## src/rtl/axi_lite_reg_slave.sv

```systemverilog
// rtl/axi_lite_reg_slave.sv - AXI4-Lite responder with a bank of 32-bit read/write registers
// Write and read channels run independent FSMs with one outstanding transaction each.
module axi_lite_reg_slave #(
  parameter int                    ADDR_WIDTH = 32,
  parameter int                    DATA_WIDTH = 32,
  parameter int                    NUM_REGS   = 4,
  parameter logic [ADDR_WIDTH-1:0] BASE_ADDR  = ADDR_WIDTH'(32'h10)
) (
  input  logic                         aclk,
  input  logic                         areset_n,
  input  logic [ADDR_WIDTH-1:0]        awaddr,
  input  logic                         awvalid,
  output logic                         awready,
  input  logic [DATA_WIDTH-1:0]        wdata,
  input  logic [DATA_WIDTH/8-1:0]      wstrb,
  input  logic                         wvalid,
  output logic                         wready,
  output logic [1:0]                   bresp,
  output logic                         bvalid,
  input  logic                         bready,
  input  logic [ADDR_WIDTH-1:0]        araddr,
  input  logic                         arvalid,
  output logic                         arready,
  output logic [DATA_WIDTH-1:0]        rdata,
  output logic [1:0]                   rresp,
  output logic                         rvalid,
  input  logic                         rready,
  output logic [NUM_REGS*DATA_WIDTH-1:0] reg_q
);

  localparam int                    STRB_W    = DATA_WIDTH / 8;
  localparam int                    IDX_W     = (NUM_REGS > 1) ? $clog2(NUM_REGS) : 1;
  localparam logic [ADDR_WIDTH-1:0] WIN_BYTES = ADDR_WIDTH'(4 * NUM_REGS);

  typedef enum logic {W_IDLE, W_RESP} wstate_t;
  typedef enum logic {R_IDLE, R_DATA} rstate_t;

  function automatic logic f_hit(input logic [ADDR_WIDTH-1:0] a);
    return (a >= BASE_ADDR) && ((a - BASE_ADDR) < WIN_BYTES);
  endfunction

  function automatic logic [IDX_W-1:0] f_idx(input logic [ADDR_WIDTH-1:0] a);
    return IDX_W'((a - BASE_ADDR) >> 2);
  endfunction

  logic [DATA_WIDTH-1:0] r_regs [NUM_REGS];

  wstate_t               r_wstate, w_wstate_nxt;
  logic                  r_awready, r_wready, r_aw_held, r_w_held;
  logic [ADDR_WIDTH-1:0] r_awaddr;
  logic [DATA_WIDTH-1:0] r_wdata;
  logic [STRB_W-1:0]     r_wstrb;
  logic                  r_bvalid;
  logic [1:0]            r_bresp;

  rstate_t               r_rstate, w_rstate_nxt;
  logic                  r_arready, r_rvalid;
  logic [DATA_WIDTH-1:0] r_rdata;
  logic [1:0]            r_rresp;

  logic                  w_aw_hs, w_w_hs, w_aw_have, w_w_have;
  logic                  w_commit, w_b_done, w_ar_hs, w_r_done;
  logic [ADDR_WIDTH-1:0] w_wr_addr;
  logic [DATA_WIDTH-1:0] w_wr_data;
  logic [STRB_W-1:0]     w_wr_strb;
  logic                  w_wr_hit;
  logic [IDX_W-1:0]      w_wr_idx;

  assign w_aw_hs   = awvalid && r_awready;
  assign w_w_hs    = wvalid && r_wready;
  assign w_aw_have = w_aw_hs || r_aw_held;
  assign w_w_have  = w_w_hs || r_w_held;
  assign w_ar_hs   = arvalid && r_arready;

  // Whichever half arrives on the commit edge is taken straight from the bus.
  assign w_wr_addr = r_aw_held ? r_awaddr : awaddr;
  assign w_wr_data = r_w_held ? r_wdata : wdata;
  assign w_wr_strb = r_w_held ? r_wstrb : wstrb;
  assign w_wr_hit  = f_hit(w_wr_addr);
  assign w_wr_idx  = f_idx(w_wr_addr);

  always_comb begin
    w_wstate_nxt = r_wstate;
    w_commit     = 1'b0;
    w_b_done     = 1'b0;
    case (r_wstate)
      W_IDLE: if (w_aw_have && w_w_have) begin
        w_commit     = 1'b1;
        w_wstate_nxt = W_RESP;
      end
      W_RESP: if (bready) begin
        w_b_done     = 1'b1;
        w_wstate_nxt = W_IDLE;
      end
      default: w_wstate_nxt = W_IDLE;
    endcase
  end

  always_ff @(posedge aclk or negedge areset_n) begin
    if (!areset_n) begin
      r_wstate  <= W_IDLE;
      r_awready <= 1'b0;
      r_wready  <= 1'b0;
      r_aw_held <= 1'b0;
      r_w_held  <= 1'b0;
      r_awaddr  <= '0;
      r_wdata   <= '0;
      r_wstrb   <= '0;
      r_bvalid  <= 1'b0;
      r_bresp   <= 2'b00;
      for (int i = 0; i < NUM_REGS; i++) r_regs[i] <= '0;
    end else begin
      r_wstate <= w_wstate_nxt;
      if (r_wstate == W_IDLE) begin
        r_awready <= !w_aw_have;
        r_wready  <= !w_w_have;
        if (w_aw_hs) begin
          r_aw_held <= 1'b1;
          r_awaddr  <= awaddr;
        end
        if (w_w_hs) begin
          r_w_held <= 1'b1;
          r_wdata  <= wdata;
          r_wstrb  <= wstrb;
        end
        if (w_commit) begin
          r_aw_held <= 1'b0;
          r_w_held  <= 1'b0;
          r_bvalid  <= 1'b1;
          r_bresp   <= w_wr_hit ? 2'b00 : 2'b10;
          if (w_wr_hit) begin
            for (int k = 0; k < STRB_W; k++)
              if (w_wr_strb[k]) r_regs[w_wr_idx][8*k +: 8] <= w_wr_data[8*k +: 8];
          end
        end
      end else if (w_b_done) begin
        r_bvalid  <= 1'b0;
        r_awready <= 1'b1;
        r_wready  <= 1'b1;
      end
    end
  end

  always_comb begin
    w_rstate_nxt = r_rstate;
    w_r_done     = 1'b0;
    case (r_rstate)
      R_IDLE: if (w_ar_hs) w_rstate_nxt = R_DATA;
      R_DATA: if (rready) begin
        w_r_done     = 1'b1;
        w_rstate_nxt = R_IDLE;
      end
      default: w_rstate_nxt = R_IDLE;
    endcase
  end

  // Reads sample r_regs before any same-edge write lands, so they see the old value.
  always_ff @(posedge aclk or negedge areset_n) begin
    if (!areset_n) begin
      r_rstate  <= R_IDLE;
      r_arready <= 1'b0;
      r_rvalid  <= 1'b0;
      r_rdata   <= '0;
      r_rresp   <= 2'b00;
    end else begin
      r_rstate <= w_rstate_nxt;
      if (r_rstate == R_IDLE) begin
        r_arready <= !w_ar_hs;
        if (w_ar_hs) begin
          r_rvalid <= 1'b1;
          r_rresp  <= f_hit(araddr) ? 2'b00 : 2'b10;
          r_rdata  <= f_hit(araddr) ? r_regs[f_idx(araddr)] : '0;
        end
      end else if (w_r_done) begin
        r_rvalid  <= 1'b0;
        r_arready <= 1'b1;
      end
    end
  end

  assign awready = r_awready;
  assign wready  = r_wready;
  assign bvalid  = r_bvalid;
  assign bresp   = r_bresp;
  assign arready = r_arready;
  assign rvalid  = r_rvalid;
  assign rdata   = r_rdata;
  assign rresp   = r_rresp;

  for (genvar gi = 0; gi < NUM_REGS; gi++) begin : g_reg_q
    assign reg_q[DATA_WIDTH*gi +: DATA_WIDTH] = r_regs[gi];
  end

endmodule
```

## config.mk

```make
export PLATFORM = sky130hd
export DESIGN_NAME = axi_lite_reg_slave
export DESIGN_NICKNAME = d
export VERILOG_FILES = /design/src/rtl/axi_lite_reg_slave.sv
export SDC_FILE = /design/constraint.sdc
export NUM_CORES = 1
export LEC_CHECK = 0
export CAP_MARGIN = 10
export CORE_MARGIN = 3
export CORE_UTILIZATION = 45
export CTS_CLUSTER_DIAMETER = 120
export DETAILED_ROUTE_END_ITERATION = 7
export DONT_BUFFER_PORTS = 1
export GPL_ROUTABILITY_DRIVEN = 1
export REMOVE_ABC_BUFFERS = 1
export SLEW_MARGIN = 20
export SYNTH_ARGS = -nofsm -noshare
export SYNTH_HDL_FRONTEND = slang
export SYNTH_SLANG_ARGS = --single-unit
```

## constraint.sdc

```tcl
create_clock -name aclk -period 8.1 [get_ports aclk]
set_input_delay 2.025 -clock aclk [delete_from_list [all_inputs] [get_ports aclk]]
set_output_delay 2.025 -clock aclk [all_outputs]
set_load 0.1 [all_outputs]
```

# ---- Word-level counts from Yosys, hierarchy flattened
# Cells that the tools add are included.
dict set report op_classes {
  addsub 2
  order_cmp 7
  eq_ne 2
  muxes 60
  bitwise_logic 4
  reduce_logical 25
}
# operator n
set op_table {}
lappend op_table {{128-bit two-way mux} 13}
lappend op_table {{128-bit bitwise mux} 4}
lappend op_table {{32-bit demux with 2-bit select} 4}
lappend op_table {{32-bit two-way mux} 6}
lappend op_table {{32-bit binary-select mux with 2-bit select} 1}
lappend op_table {{32-bit by 5-bit >= comparator with 1-bit output, second input constant} 2}
lappend op_table {{32-bit by 5-bit < comparator with 1-bit output, second input constant} 2}
lappend op_table {{32-bit by 5-bit subtractor with 32-bit output, second input constant} 2}
lappend op_table {{1-bit two-way mux} 24}
lappend op_table {{24-bit two-way mux} 1}
lappend op_table {{16-bit two-way mux} 1}
lappend op_table {{2-bit AND reduction} 8}
lappend op_table {{8-bit two-way mux} 1}
lappend op_table {{2-bit nonzero test} 4}
lappend op_table {{1-bit logical AND} 7}
lappend op_table {{3-bit >= comparator, second input constant} 2}
lappend op_table {{2-bit NOT with 3-bit output} 2}
lappend op_table {{2-bit two-way mux} 2}
lappend op_table {{4-bit two-way mux} 1}
lappend op_table {{2-bit by 1-bit inequality test with 1-bit output, second input constant} 2}
lappend op_table {{1-bit one-hot mux with 2 select lines} 2}
lappend op_table {{1-bit logical NOT} 3}
lappend op_table {{3-bit by 1-bit < comparator with 1-bit output, second input constant} 1}
lappend op_table {{3-bit AND reduction} 1}
lappend op_table {{other kinds (2)} 4}
dict set report totals {
  reg_bits 241
  in_bits 107
  out_inout_bits 169
  elab_cells 119
}

# ---- Longest topological paths before layout
# Gate-level depths: netlist of run 1.
dict set report depth {
  ltp_word 24
  ltp_mapped 11
  ltp_nobuf 8
}

# ---- Worst setup path before layout of run 1
# Ideal clock, no wire load.
dict set report synth_path {
  kind {in2reg}
  from {input port awaddr[9]}
  to {register r_regs, in the netlist reg_q[120]}
  setup_ns 0.126
  arrival_time_ns 4.755
  t_required_ns 7.974
  slack_ns 3.220
  cell_stages 9
  path_cell_list {or4_1 o22ai_4 nand4_4 nor3b_1 mux2_2 clkbuf_8 nor3b_1 nand4_4 mux2_4}
}
dict set report synth_via {
  elab_chain_len 5
  word_cells_on_any_way 6
  cone_classes {add/sub: 1; order compare: 2; mux: 1; reduce/logical: 2}
}
# item line_no
set synth_rtl {}
lappend synth_rtl {{start, declared} 11} ;# input logic [ADDR_WIDTH-1:0] awaddr,
lappend synth_rtl {{32-bit two-way mux *} 76} ;# assign w_wr_addr = r_aw_held ? r_awaddr : awaddr;
lappend synth_rtl {{32-bit by 5-bit subtractor with 32-bit output} --}
lappend synth_rtl {{32-bit by 5-bit < comparator with 1-bit output} 39} ;# return (a >= BASE_ADDR) && ((a - BASE_ADDR) < WIN_BYTES);
lappend synth_rtl {{1-bit logical AND *} 39}
lappend synth_rtl {{3-bit AND reduction (no line) *} --}
lappend synth_rtl {{end signal, assigned by index} 133} ;# if (w_wr_strb[k]) r_regs[w_wr_idx][8*k +: 8] <= w_wr_data[8*k +: 8];
lappend synth_rtl {{end, declared} 46} ;# logic [DATA_WIDTH-1:0] r_regs [NUM_REGS];
# Every way passes the cells marked *; elsewhere a longest branch is shown, timed or not.
# A chain may end at the register's enable or synchronous reset.

# ---- Worst setup path after layout of run 1
dict set report layout_path {
  from {input port awaddr[9]}
  to {register r_regs, in the netlist reg_q[77]}
}
# The elaborated chain is that of the path after synthesis.

==> flow_summary_export.csv, run 1 <==
group,metric,value,unit
timing,slew_violations,0,
layout,final_nets,933,
clocking,cts_num_sinks,237,
job,cap_violations,0,
route,drt.antenna.violating_nets,0,
route,routedWlPerCell,24.9,um
route,drt_pre_antenna_iters,7,
hold_path,holdPathStages,1,
global_route,grt_max_degree,238,
route,detailroute.via_count,6912,
critical_path,path_class,"in -> reg",
clocking,cts_made_buffers,27,
outcome,result_of_the_run,"finished clean",
critical_path,reg_to_reg_start,"r_aw_held",
route,drt_drc_violations_left,0,
clocking,clock_tree.root_cell,"sky130_fd_sc_hd__clkbuf_16",
clocking,clk_transition_reported_paths,0.06,ns
route,detail_route.vias_per_cell,5.92,
clocking,clock_latency_reported_for_the_late_side_of_the_worst_skew_pair,0.53,ns
floorplan,die_height,166,um
timing,worstMarginPinSlew,1.02,ns
clocking,hold_buffers,0,
hold_path,timing.hold.worst.start,"r_awaddr[31]",
floorplan,floorplan.die_area,27600,sq um
floorplan,io_pins,276,
global_route,grt_antenna_before_repair,0,
global_route,grt_first_pass_wirelength,45.7,mm
placement,globalplace.congestion,0.820,
synthesis,syn_avg_cell_area,13.9,sq um
global_route,globalRouteOverflowTotal,0,
floorplan,placementRows,57,
floorplan,floorplan.initialDensity,46.6,%
pwr,max-vdd-ir-drop,0.000208,V
global_route,grt_usage,20.4,%
synthesis,synthesized_area,11500,sq um
floorplan,fp.coreArea,24700,sq um
timing,final_min_period_over_clock_period,58.5,%
timing,finalSetupTns,0,ns
timing,finClkSkew,0.0176,ns
clocking,cts.path.max_buffers,3,
synthesis,post_synth_inst_count,829,
critical_path,timing.reg2reg.worst_path_depth,9,
route,detailedRoute.firstIterationViolations,390,
floorplan,die_w,166,um
synthesis,yosys_warnings,0,
timing,timing.final.crit_period,4.74,ns
synthesis,ys_seq_elements,237,
synthesis,synth-edff-count,0,
critical_path,timing.critical_path.fanout_max,17,
timing,report.final.setup_viol,0,
layout,layout_common_cells,"236 x sky130_fd_sc_hd__dfrtp_1, 175 x sky130_fd_sc_hd__mux2_2, 56 x sky130_fd_sc_hd__mux2_4, 52 x sky130_fd_sc_hd__nand2_1, 40 x sky130_fd_sc_hd__inv_1",
clocking,cts.htree.levels,1,
timing,fmax,211,MHz
hold_path,min-delay-path-class,"reg -> reg",
placement,port_buffers,0,
layout,final_design_area_no_fill,12600,sq um
synthesis,dominantRegCellSynth,"sky130_fd_sc_hd__dfrtp_1",
layout,num_antenna_cells,0,
layout,drive_above_1_share,40.3,%
clocking,cts.repair.resized,0,
synthesis,postSynth.asyncResetShare,100,%
pwr,leakage,0.00575,uW
synthesis,synthDistinctLibCells,63,
clocking,postCtsSetupBuffers,0,
timing,finalHoldViolations,0,
critical_path,worstSetupStartpointType,"input pin",
critical_path,regToRegEndpoint,"reg_q[77]",
placement,dp.final_hpwl,19.2,mm
route,detail_route.wirelength,29.0,mm
placement,detailed_place.area,11800,sq um
critical_path,crit_path_end_kind,"register",
timing,max_slew_margin,32.2,%
critical_path,reg2reg_setup_slack,4.13,ns
critical_path,critPathRequiredTime,8.50,ns
hold_path,holdPathEnd,"r_awaddr[31]",
layout,mostFrequentLayoutCell,"sky130_fd_sc_hd__dfrtp_1",
clocking,tritoncts_clock_tree,"built",
layout,area_growth_from_synthesis_to_layout,9.32,%
synthesis,yosysSeqAreaShare,51.4,%
timing,grt_setup_unrepaired,"false",
global_route,grt_pass1_vias,7555,
critical_path,worst_ep_arrival_time,5.14,ns
pwr,power.density_cell_area,281,nW/um^2
==> worst max-delay path: stages <==
cell and delay (ns):
sky130_fd_sc_hd__or4_1 0.57, sky130_fd_sc_hd__o22ai_4 0.22, sky130_fd_sc_hd__nand4_4 0.18, sky130_fd_sc_hd__nor3b_1 0.47, sky130_fd_sc_hd__mux2_2 0.54, sky130_fd_sc_hd__nor3_1 0.38
sky130_fd_sc_hd__nand4_4 0.33, sky130_fd_sc_hd__mux2_4 0.40
==> where the power goes <==
part / internal, uW / total [uW] / switching, uW
Combinational: 374 / 796 / 421
Clock: 693 / 1160 / 472
Sequential: 1370 / 1590 / 212
==> cells by family (layout without fill, tap and decap cells) <==
| logic type | after synthesis | count (layout) | share of synthesized area, % |
|---|---|---|---|
| multiplexers | 275 | 275 | 31.7 |
| XOR/XNOR | 4 | 4 | 0.304 |
| AO/OA/AOI/OAI | 74 | 74 | 4.08 |
| other | 1 | 2 | 0.0325 |
| AND/OR/NAND/NOR | 158 | 158 | 8.92 |
| buffers and inverters | 80 | 93 | 3.63 |
| flip-flops | 237 | 237 | 51.4 |
==> layer usage <==
layer / track usage (%) / wire [um] / vias to the layer above
met3: 7.62 / 2730 / 59
met4: 4.67 / 690 / 0
li1: - / - / 3019
met2: 34.8 / 14300 / 276
met5: 0 / 0 / -
met1: 24.9 / 11300 / 3558
==> registers in the layout, indices dropped and copies added, names as in the netlist, 4 cells and up <==
signal / flops
rdata: 32
reg_q: 128
r_wdata: 32
r_awaddr: 30
r_wstrb: 4
==> cells in the mapped netlist (3+ instances only) <==
cell | number | area, sq um
sky130_fd_sc_hd__a21oi_1 | 12 | 60.1
sky130_fd_sc_hd__and4_2 | 4 | 40.0
sky130_fd_sc_hd__buf_1 | 6 | 22.5
sky130_fd_sc_hd__buf_4 | 7 | 52.6
sky130_fd_sc_hd__buf_6 | 4 | 45.0
sky130_fd_sc_hd__clkbuf_1 | 17 | 63.8
sky130_fd_sc_hd__clkbuf_8 | 4 | 55.1
sky130_fd_sc_hd__dfrtp_1 | 237 | 5930
sky130_fd_sc_hd__inv_1 | 40 | 150
sky130_fd_sc_hd__mux2_2 | 175 | 1970
sky130_fd_sc_hd__mux2_4 | 56 | 841
sky130_fd_sc_hd__mux2i_1 | 10 | 100
sky130_fd_sc_hd__mux4_2 | 32 | 721
sky130_fd_sc_hd__nand2_1 | 52 | 195
sky130_fd_sc_hd__nand2b_1 | 3 | 18.8
sky130_fd_sc_hd__nand3_1 | 3 | 15.0
sky130_fd_sc_hd__nand4_2 | 3 | 37.5
sky130_fd_sc_hd__nand4_4 | 10 | 213
sky130_fd_sc_hd__nor2_1 | 22 | 82.6
sky130_fd_sc_hd__nor3_1 | 16 | 80.1
sky130_fd_sc_hd__nor3b_1 | 3 | 22.5
sky130_fd_sc_hd__nor4_1 | 13 | 81.3
sky130_fd_sc_hd__nor4b_1 | 3 | 26.3
sky130_fd_sc_hd__o21a_1 | 3 | 22.5
sky130_fd_sc_hd__o21ai_0 | 38 | 190
sky130_fd_sc_hd__o22ai_1 | 4 | 25.0
sky130_fd_sc_hd__or3_1 | 3 | 18.8
sky130_fd_sc_hd__or4_1 | 5 | 37.5
sky130_fd_sc_hd__or4b_1 | 3 | 30.0
sky130_fd_sc_hd__xor2_1 | 3 | 26.3
==> worst max-delay path by stage <==
stage                          from          to  slack [ns]  cells past startpoint
after floorplan           awaddr[9]    reg_q[0]        2.01                      6
final                     awaddr[9]   reg_q[77]        3.36                      8
after CTS                 awaddr[9]  reg_q[103]        3.23                      8
after global routing      awaddr[9]   reg_q[76]        3.19                      8
after detailed placement  awaddr[9]  reg_q[103]        2.67                      8
after global placement    awaddr[9]  reg_q[100]        2.78                      8
==> final cells by class <==
cell class,count,area (sq um)
clock buffer,44,830
clock inverter,2,17.5
fill,2089,12100
inverter,40,150
multi-input combinational,513,5230
sequential,237,5930
tap,324,405
timing repair buffer,7,60.1
==> through the flow <==
stage	util, %	instances	hold slack, ns	setup slack (ns)	total power, uW
floorplan	-	790	0.440	2.01	2190
global placement	47.5	1120	0.455	2.78	2340
detailed placement	47.5	1120	0.487	2.67	2390
CTS	50.9	1166	0.499	3.23	3570
global route	51.0	1167	0.514	3.19	3720
finish	51.0	1167	0.496	3.36	3550
(Power assumes the default switching activity.)
==> run 2, diff against run 1 <==
--- a/config.mk
+++ b/config.mk
@@ -5,6 +5,7 @@
 export SDC_FILE = /design/constraint.sdc
 export NUM_CORES = 1
 export LEC_CHECK = 0
+export ABC_AREA = 1
 export CAP_MARGIN = 10
 export CORE_MARGIN = 3
 export CORE_UTILIZATION = 45
==> constraint.sdc (replaced) <==
create_clock -name aclk -period 5 [get_ports aclk]
set_input_delay 1.25 -clock aclk [delete_from_list [all_inputs] [get_ports aclk]]
set_output_delay 1.25 -clock aclk [all_outputs]
set_load 0.1 [all_outputs]
==> run 2 against run 1 <==
- clock power up 69%
- power up 93%
- hold slack worse by 0.096 ns
- synthesized cell count up 120%
- die area up 15%
- critical path type unchanged
- flip-flop and latch count unchanged
- largest cell class is now multi-input gates
- critical endpoint is now rdata[4]
==> flow_summary_export.csv, run 2 <==
group,metric,value,unit
synthesis,syn_avg_cell_area,7.21,sq um
clocking,cts.repair.resized,0,
layout,number_of_flip_flops_in_the_largest_register,128,
pwr,power.density_cell_area,474,nW/um^2
floorplan,io_pins,276,
placement,pre_cts_slack,1.09,ns
critical_path,worstSetupStartpointType,"input pin",
timing,worstMarginPinSlew,1.10,ns
global_route,globalRouteOverflowTotal,0,
synthesis,synthTopCellsByCount,"717 x sky130_fd_sc_hd__nand2_1, 237 x sky130_fd_sc_hd__dfrtp_1, 173 x sky130_fd_sc_hd__nand3_1",
clocking,hold_buffers,0,
synthesis,synthXorXnorAreaFrac,0.395,%
route,drt.antenna.violating_nets,0,
synthesis,dominant_cell_by_count_in_the_synthesized_netlist,"sky130_fd_sc_hd__nand2_1",
clocking,cts.path.max_buffers,3,
synthesis,synth-edff-count,0,
global_route,grt_antenna_before_repair,1,
synthesis,synth-compound-area-share,9.80,%
critical_path,critPathLaunch,"araddr[14]",
layout,final_design_area_no_fill,14400,sq um
critical_path,reg_to_reg_start,"wready",
timing,grt_setup_unrepaired,"false",
placement,placed_cells,2159,
synthesis,post_synth_inst_count,1844,
floorplan,floorplan.die_area,31600,sq um
pwr,power.internal,3950,uW
synthesis,synth_area_leaders,"sky130_fd_sc_hd__dfrtp_1 45%, sky130_fd_sc_hd__nand2_1 20%, sky130_fd_sc_hd__nand3_1 6.5%",
clocking,cts_num_sinks,237,
timing,final_min_period_over_clock_period,68.0,%
pwr,seq_power_share,36.4,%
global_route,grt_first_pass_wirelength,64.6,mm
outcome,result_of_the_run,"finished clean",
timing,layout_setup_ws,1.60,ns
floorplan,placementRows,62,
synthesis,dominantRegCellSynth,"sky130_fd_sc_hd__dfrtp_1",
layout,post_layout_nonfiller_instances,2209,
pwr,p_comb_share,34.9,%
synthesis,synth.largest_area_cell,"sky130_fd_sc_hd__dfrtp_1",
clocking,cts_made_buffers,28,
synthesis,yosys_warnings,0,
placement,globalplace.congestion,0.909,
timing,fmax,294,MHz
critical_path,critPathRequiredTime,5.48,ns
layout,postLayoutCoreUtil,49.8,%
critical_path,timing.critical_path.fanout_max,17,
placement,detailed_place.area,13500,sq um
global_route,grt_pass1_vias,11700,
synthesis,synthesized_area,13300,sq um
clocking,cts.htree.levels,1,
floorplan,floorplan.initialDensity,45.9,%
synthesis,synthDistinctLibCells,41,
clocking,tritoncts_clock_tree,"built",
synthesis,yosysSeqAreaShare,44.6,%
timing,finalHoldViolations,0,
pwr,clock_group_share_of_total_power,28.6,%
timing,finClkSkew,0.00946,ns
critical_path,crit_path_end_kind,"register",
global_route,grt_usage,25.7,%
clocking,clk_transition_reported_paths,0.06,ns
route,detail_route.vias_per_cell,5.48,
layout,drive_above_1_share,7.46,%
pwr,power.switching,2880,uW
pwr,max-vdd-ir-drop,0.000385,V
synthesis,combinational_family_with_the_most_area_after_synthesis,"simple AND/OR/NAND/NOR gates",
timing,report.final.setup_viol,0,
global_route,grt_max_degree,238,
layout,area_growth_from_synthesis_to_layout,8.39,%
timing,timing.final.crit_period,3.40,ns
pwr,fin_total_pwr,6830,uW
floorplan,die_w,178,um
placement,dp.final_hpwl,27.9,mm
clocking,clock_tree.root_cell,"sky130_fd_sc_hd__clkbuf_16",
clocking,clock_latency_reported_for_the_late_side_of_the_worst_skew_pair,0.55,ns
synthesis,synth_top_cell_area_share,44.6,%
route,drt_pre_antenna_iters,5,
synthesis,synth.mux.area_fraction,0,%
placement,port_buffers,0,
job,cap_violations,0,
synthesis,postSynth.asyncResetShare,100,%
route,drt_drc_violations_left,0,
timing,slew_violations,0,
hold_path,min-delay-path-class,"in -> async",
layout,mostFrequentLayoutCell,"sky130_fd_sc_hd__nand2_1",
route,detail_route.wirelength,41.3,mm
route,detailedRoute.firstIterationViolations,938,
timing,max_slew_margin,26.4,%
floorplan,fp.coreArea,28900,sq um
layout,final_nets,1912,
synthesis,synth_fa_ha_area_share,0,%
synthesis,simple_gate_area_share_of_the_yosys_netlist,37.8,%
critical_path,path_class,"in -> reg",
pwr,leakage,0.00725,uW
synthesis,ys_seq_elements,237,
layout,layout_common_cells,"717 x sky130_fd_sc_hd__nand2_1, 235 x sky130_fd_sc_hd__dfrtp_1, 172 x sky130_fd_sc_hd__nand3_1, 126 x sky130_fd_sc_hd__inv_1, 114 x sky130_fd_sc_hd__o21ai_0",
route,routedWlPerCell,18.7,um
floorplan,die_height,178,um
critical_path,worst_ep_arrival_time,3.88,ns
clocking,postCtsSetupBuffers,0,
route,detailroute.via_count,12100,
pwr,sw_frac_of_total,42.2,%
[run 2: changes by cell type after synthesis, moves of 15 or more]
cell / before / now
sky130_fd_sc_hd__nand2_1: 52 / 717
sky130_fd_sc_hd__mux2_2: 175 / 0
sky130_fd_sc_hd__nand3_1: 3 / 173
sky130_fd_sc_hd__inv_1: 40 / 126
sky130_fd_sc_hd__nor2_1: 22 / 106
sky130_fd_sc_hd__o21ai_0: 38 / 115
sky130_fd_sc_hd__a21oi_1: 12 / 68
sky130_fd_sc_hd__mux2_4: 56 / 0
sky130_fd_sc_hd__clkbuf_1: 17 / 60
sky130_fd_sc_hd__nand4_1: 1 / 43
sky130_fd_sc_hd__mux4_2: 32 / 0
sky130_fd_sc_hd__a221oi_1: 0 / 31
sky130_fd_sc_hd__nor3_1: 16 / 37
sky130_fd_sc_hd__nor2_4: 0 / 15
[run 2: layer usage]
| metal | global-route usage, % | wire, um | vias to the layer above |
|---|---|---|---|
| li1 | - | - | 5923 |
| met1 | 33.9 | 17700 | 5756 |
| met2 | 41.9 | 19100 | 352 |
| met3 | 6.59 | 3340 | 64 |
| met4 | 7.07 | 1120 | 0 |
| met5 | 0 | 0 | - |
[run 2: logic make-up after synthesis]
group | after synthesis
xor gates and xnor gates | 6
AOI/OAI and AO/OA | 233
DFF | 237
and+or+nand+nor | 1135
other | 1
buffers and inverters | 232
[run 2: per-stage QoR]
stage                     hold slack [ns]  TNS [ns]
after floorplan                     0.419     -2.24
after global placement              0.431         0
after detailed placement            0.441         0
after CTS                           0.381         0
after global routing                0.383         0
final                               0.400         0
[run 2: worst paths after layout]
| check | end | slack [ns] | cells after the start |
|---|---|---|---|
| min in group aclk | rvalid | 0.45 | 1 |
| setup reg to reg | reg_q[102] | 1.64 | 13 |
| setup / recovery | rdata[4] | 1.60 | 14 |
| hold / removal | reg_q[115] | 0.40 | 0 |
| hold reg to reg | rvalid | 0.45 | 1 |
| max in group asynchronous | r_awaddr[16] | 4.23 | 0 |
[run 2: cell type report]
type / instances / area [sq um]
Fill cell: 2913 / 14500
Multi-Input combinational cell: 1376 / 6420
Sequential cell: 237 / 5930
Clock buffer: 39 / 782
Inverter: 139 / 523
Tap cell: 384 / 480
Timing Repair Buffer: 23 / 173
Clock inverter: 10 / 93.8
Antenna cell: 1 / 2.50
[run 2: worst max-delay path, cell delays in order]
cell	delay, ns
sky130_fd_sc_hd__nor2_1	0.16
sky130_fd_sc_hd__nand2_1	0.11
sky130_fd_sc_hd__nor2_1	0.09
sky130_fd_sc_hd__nand2_1	0.16
sky130_fd_sc_hd__nor2_1	0.23
sky130_fd_sc_hd__nand2_1	0.18
sky130_fd_sc_hd__nor2_2	0.21
sky130_fd_sc_hd__nand2_1	0.10
sky130_fd_sc_hd__nand2_1	0.06
sky130_fd_sc_hd__nand4_1	0.14
sky130_fd_sc_hd__nor2_4	0.59
sky130_fd_sc_hd__buf_4	0.37
sky130_fd_sc_hd__nand3_1	0.11
sky130_fd_sc_hd__nand2_1	0.09
[run 2: power groups by stage]
stage          logic [uW]  clock network, uW  registers, uW
2_1_floorplan        1600                  0           2580
6_report             2390               1960           2490
4_1_cts              2400               2000           2490
3_5_place_dp         2390                  0           2520
5_1_grt              2710               2080           2520
3_3_place_gp         2360                  0           2510
==> run 3, diff against run 2 <==
==> constraint.sdc (replaced) <==
create_clock -name aclk -period 3.4 [get_ports aclk]
set_input_delay 0.85 -clock aclk [delete_from_list [all_inputs] [get_ports aclk]]
set_output_delay 0.85 -clock aclk [all_outputs]
set_load 0.1 [all_outputs]
==> run 3 against run 2 <==
- clock skew rose by 0.0035 ns
- highest routed layer unchanged
- flip-flop and latch count did not move
- clock-buffer cell count fell by 1
- register-to-register slack got worse by 1.3 ns
- power grew 50%
- largest cell class unchanged
- first-iteration DRC count up 1.9%
- worst setup slack worse by 1.3 ns
- hold slack worse by 0.38 ns
- final cell count rose by 0.59%
- global-route usage hardly changed
- via count is 1.1% higher
- non-clock buffer count grew 13
- critical endpoint is now reg_q[108]
==> flow_summary_export.csv, run 3 (synthesis results as in run 2) <==
group,metric,value,unit
layout,area_growth_from_synthesis_to_layout,10.3,%
timing,finalHoldViolations,0,
layout,number_of_flip_flops_in_the_largest_register,128,
timing,report.final.setup_viol,0,
critical_path,worst_ep_arrival_time,3.47,ns
job,cap_violations,0,
critical_path,crit_path_end_kind,"register",
placement,detailed_place.area,13700,sq um
floorplan,floorplan.initialDensity,45.9,%
layout,multi_input_area,6420,sq um
layout,sequential_cell_area,5930,sq um
clocking,clk_transition_reported_paths,0.06,ns
pwr,max-vdd-ir-drop,0.000567,V
route,detail_route.vias_per_cell,5.50,
global_route,grt_usage,25.6,%
floorplan,io_pins,276,
route,drt_drc_violations_left,0,
critical_path,timing.reg2reg.worst_path_depth,15,
layout,mostFrequentLayoutCell,"sky130_fd_sc_hd__nand2_1",
route,drt_pre_antenna_iters,5,
clocking,cts.htree.levels,1,
critical_path,reg2reg_setup_slack,0.34,ns
layout,post_layout_nonfiller_instances,2222,
route,drt.antenna.violating_nets,0,
route,detail_route.wirelength,41.8,mm
pwr,leakage,0.00736,uW
clocking,cts.path.max_buffers,3,
pwr,fin_total_pwr,10300,uW
clocking,tritoncts_clock_tree,"built",
critical_path,worstSetupEndpoint,"reg_q[108]",
timing,worst_hold_slack,0.0189,ns
placement,placed_cells,2170,
placement,port_buffers,0,
critical_path,slowest_delay,0.40,ns
pwr,power.density_cell_area,699,nW/um^2
pwr,sw_frac_of_total,41.5,%
pwr,power.internal,6000,uW
layout,fill_cells,2850,
floorplan,placementRows,62,
timing,slew_violations,0,
global_route,grt_antenna_before_repair,1,
pwr,seq_power_share,35.0,%
layout,drive_above_1_share,8.27,%
timing,grt_setup_unrepaired,"false",
clocking,cts_made_buffers,27,
route,routedWlPerCell,18.8,um
timing,finalSetupTns,0,ns
layout,final_nets,1924,
global_route,grt_first_pass_wirelength,64.3,mm
clocking,clock_tree.root_cell,"sky130_fd_sc_hd__clkbuf_16",
critical_path,timing.critical_path.fanout_max,65,
critical_path,cp_dominant_cell_by_count,"sky130_fd_sc_hd__nand2_1",
clocking,postCtsSetupBuffers,0,
critical_path,regToRegEndpoint,"reg_q[108]",
critical_path,reg_to_reg_start,"r_aw_held",
global_route,grt_max_degree,238,
clocking,cts_num_sinks,237,
timing,timing.final.crit_period,3.06,ns
timing,max_slew_margin,24.1,%
hold_path,min-delay-path-class,"in -> async",
layout,final_design_area_no_fill,14700,sq um
route,detailedRoute.firstIterationViolations,956,
floorplan,die_w,178,um
critical_path,crit_path_cell_chain,"buf_12, nand2_1, o21ai_2, nand2_1, nor2_2, nand3_1, nand2_1, nand3_2, nor2_4, nand3_2, nor2_4, buf_12, nand3_1, nand2_1, nand2_1",
placement,globalplace.congestion,0.870,
critical_path,critPathRequiredTime,3.81,ns
global_route,grt_pass1_vias,11500,
pwr,power.switching,4260,uW
clocking,clock_latency_reported_for_the_late_side_of_the_worst_skew_pair,0.54,ns
critical_path,critPathLaunch,"r_aw_held",
outcome,result_of_the_run,"finished clean",
timing,final_min_period_over_clock_period,90.1,%
floorplan,floorplan.die_area,31600,sq um
floorplan,die_height,178,um
layout,layout_common_cells,"717 x sky130_fd_sc_hd__nand2_1, 235 x sky130_fd_sc_hd__dfrtp_1, 171 x sky130_fd_sc_hd__nand3_1, 126 x sky130_fd_sc_hd__inv_1, 115 x sky130_fd_sc_hd__o21ai_0",
placement,dp.final_hpwl,28.4,mm
route,detailroute.via_count,12200,
pwr,p_comb_share,35.7,%
critical_path,path_class,"reg -> reg",
global_route,globalRouteOverflowTotal,0,
pwr,clock_group_share_of_total_power,29.3,%
timing,finClkSkew,0.0129,ns
critical_path,slowest_stage,"sky130_fd_sc_hd__dfrtp_2",
timing,fmax,327,MHz
critical_path,worstSetupStartpointType,"register",
floorplan,fp.coreArea,28900,sq um
timing,worstMarginPinSlew,1.13,ns
## run 3: layout make-up
type                            instances  area share [%]
Clock inverter                         11           0.913
Tap cell                              384            3.28
Antenna cell                            1          0.0171
Sequential cell                       237            40.5
Clock buffer                           38            5.37
Timing Repair Buffer                   36            2.56
Multi-Input combinational cell       1376            43.8
Inverter                              139            3.58
## run 3: how the worst min path moves through the flow
stage             start   endpoint
2_1_floorplan  r_rstate     rvalid
3_3_place_gp   r_rstate     rvalid
3_5_place_dp   r_rstate     rvalid
4_1_cts        areset_n  reg_q[14]
5_1_grt        areset_n  reg_q[19]
6_report       areset_n  reg_q[19]
## run 3: metrics by stage
stage                     util, %  setup slack [ns]
after detailed placement     47.4            0.0522
after global routing         50.7            0.0604
final                        50.7             0.338
after global placement       47.4             0.116
after CTS                    50.6             0.125
after floorplan                 -             -1.74
## run 3: layer usage
| metal | up-vias | wire length, um | track usage (%) |
|---|---|---|---|
| li1 | 5972 | - | - |
| met1 | 5741 | 17300 | 33.8 |
| met2 | 449 | 19400 | 41.8 |
| met3 | 64 | 4160 | 7.34 |
| met4 | 0 | 1020 | 6.22 |
| met5 | - | 0 | 0 |
## run 3: timing repair
item	CTS	global route
gates resized for setup	0	4
endpoints found under the hold margin	142	14
setup endpoints to repair	0	18
## run 3: critical path: cells and delay by family, from the launching register on
| kind | cells | cell delay, ns |
|---|---|---|
| buffers and inverters | 2 | 0.45 |
| AND/OR/NAND/NOR | 12 | 1.87 |
| AO/OA/AOI/OAI | 1 | 0.18 |
| flip-flops | 1 | 0.40 |
## run 3: power by group through the flow
stage / clock network, uW / logic [uW] / registers (uW)
after detailed placement: 0 / 3640 / 3630
final: 3000 / 3660 / 3590
after global placement: 0 / 3580 / 3610
after CTS: 3070 / 3660 / 3580
after global routing: 3180 / 4130 / 3640
after floorplan: 0 / 2350 / 3790
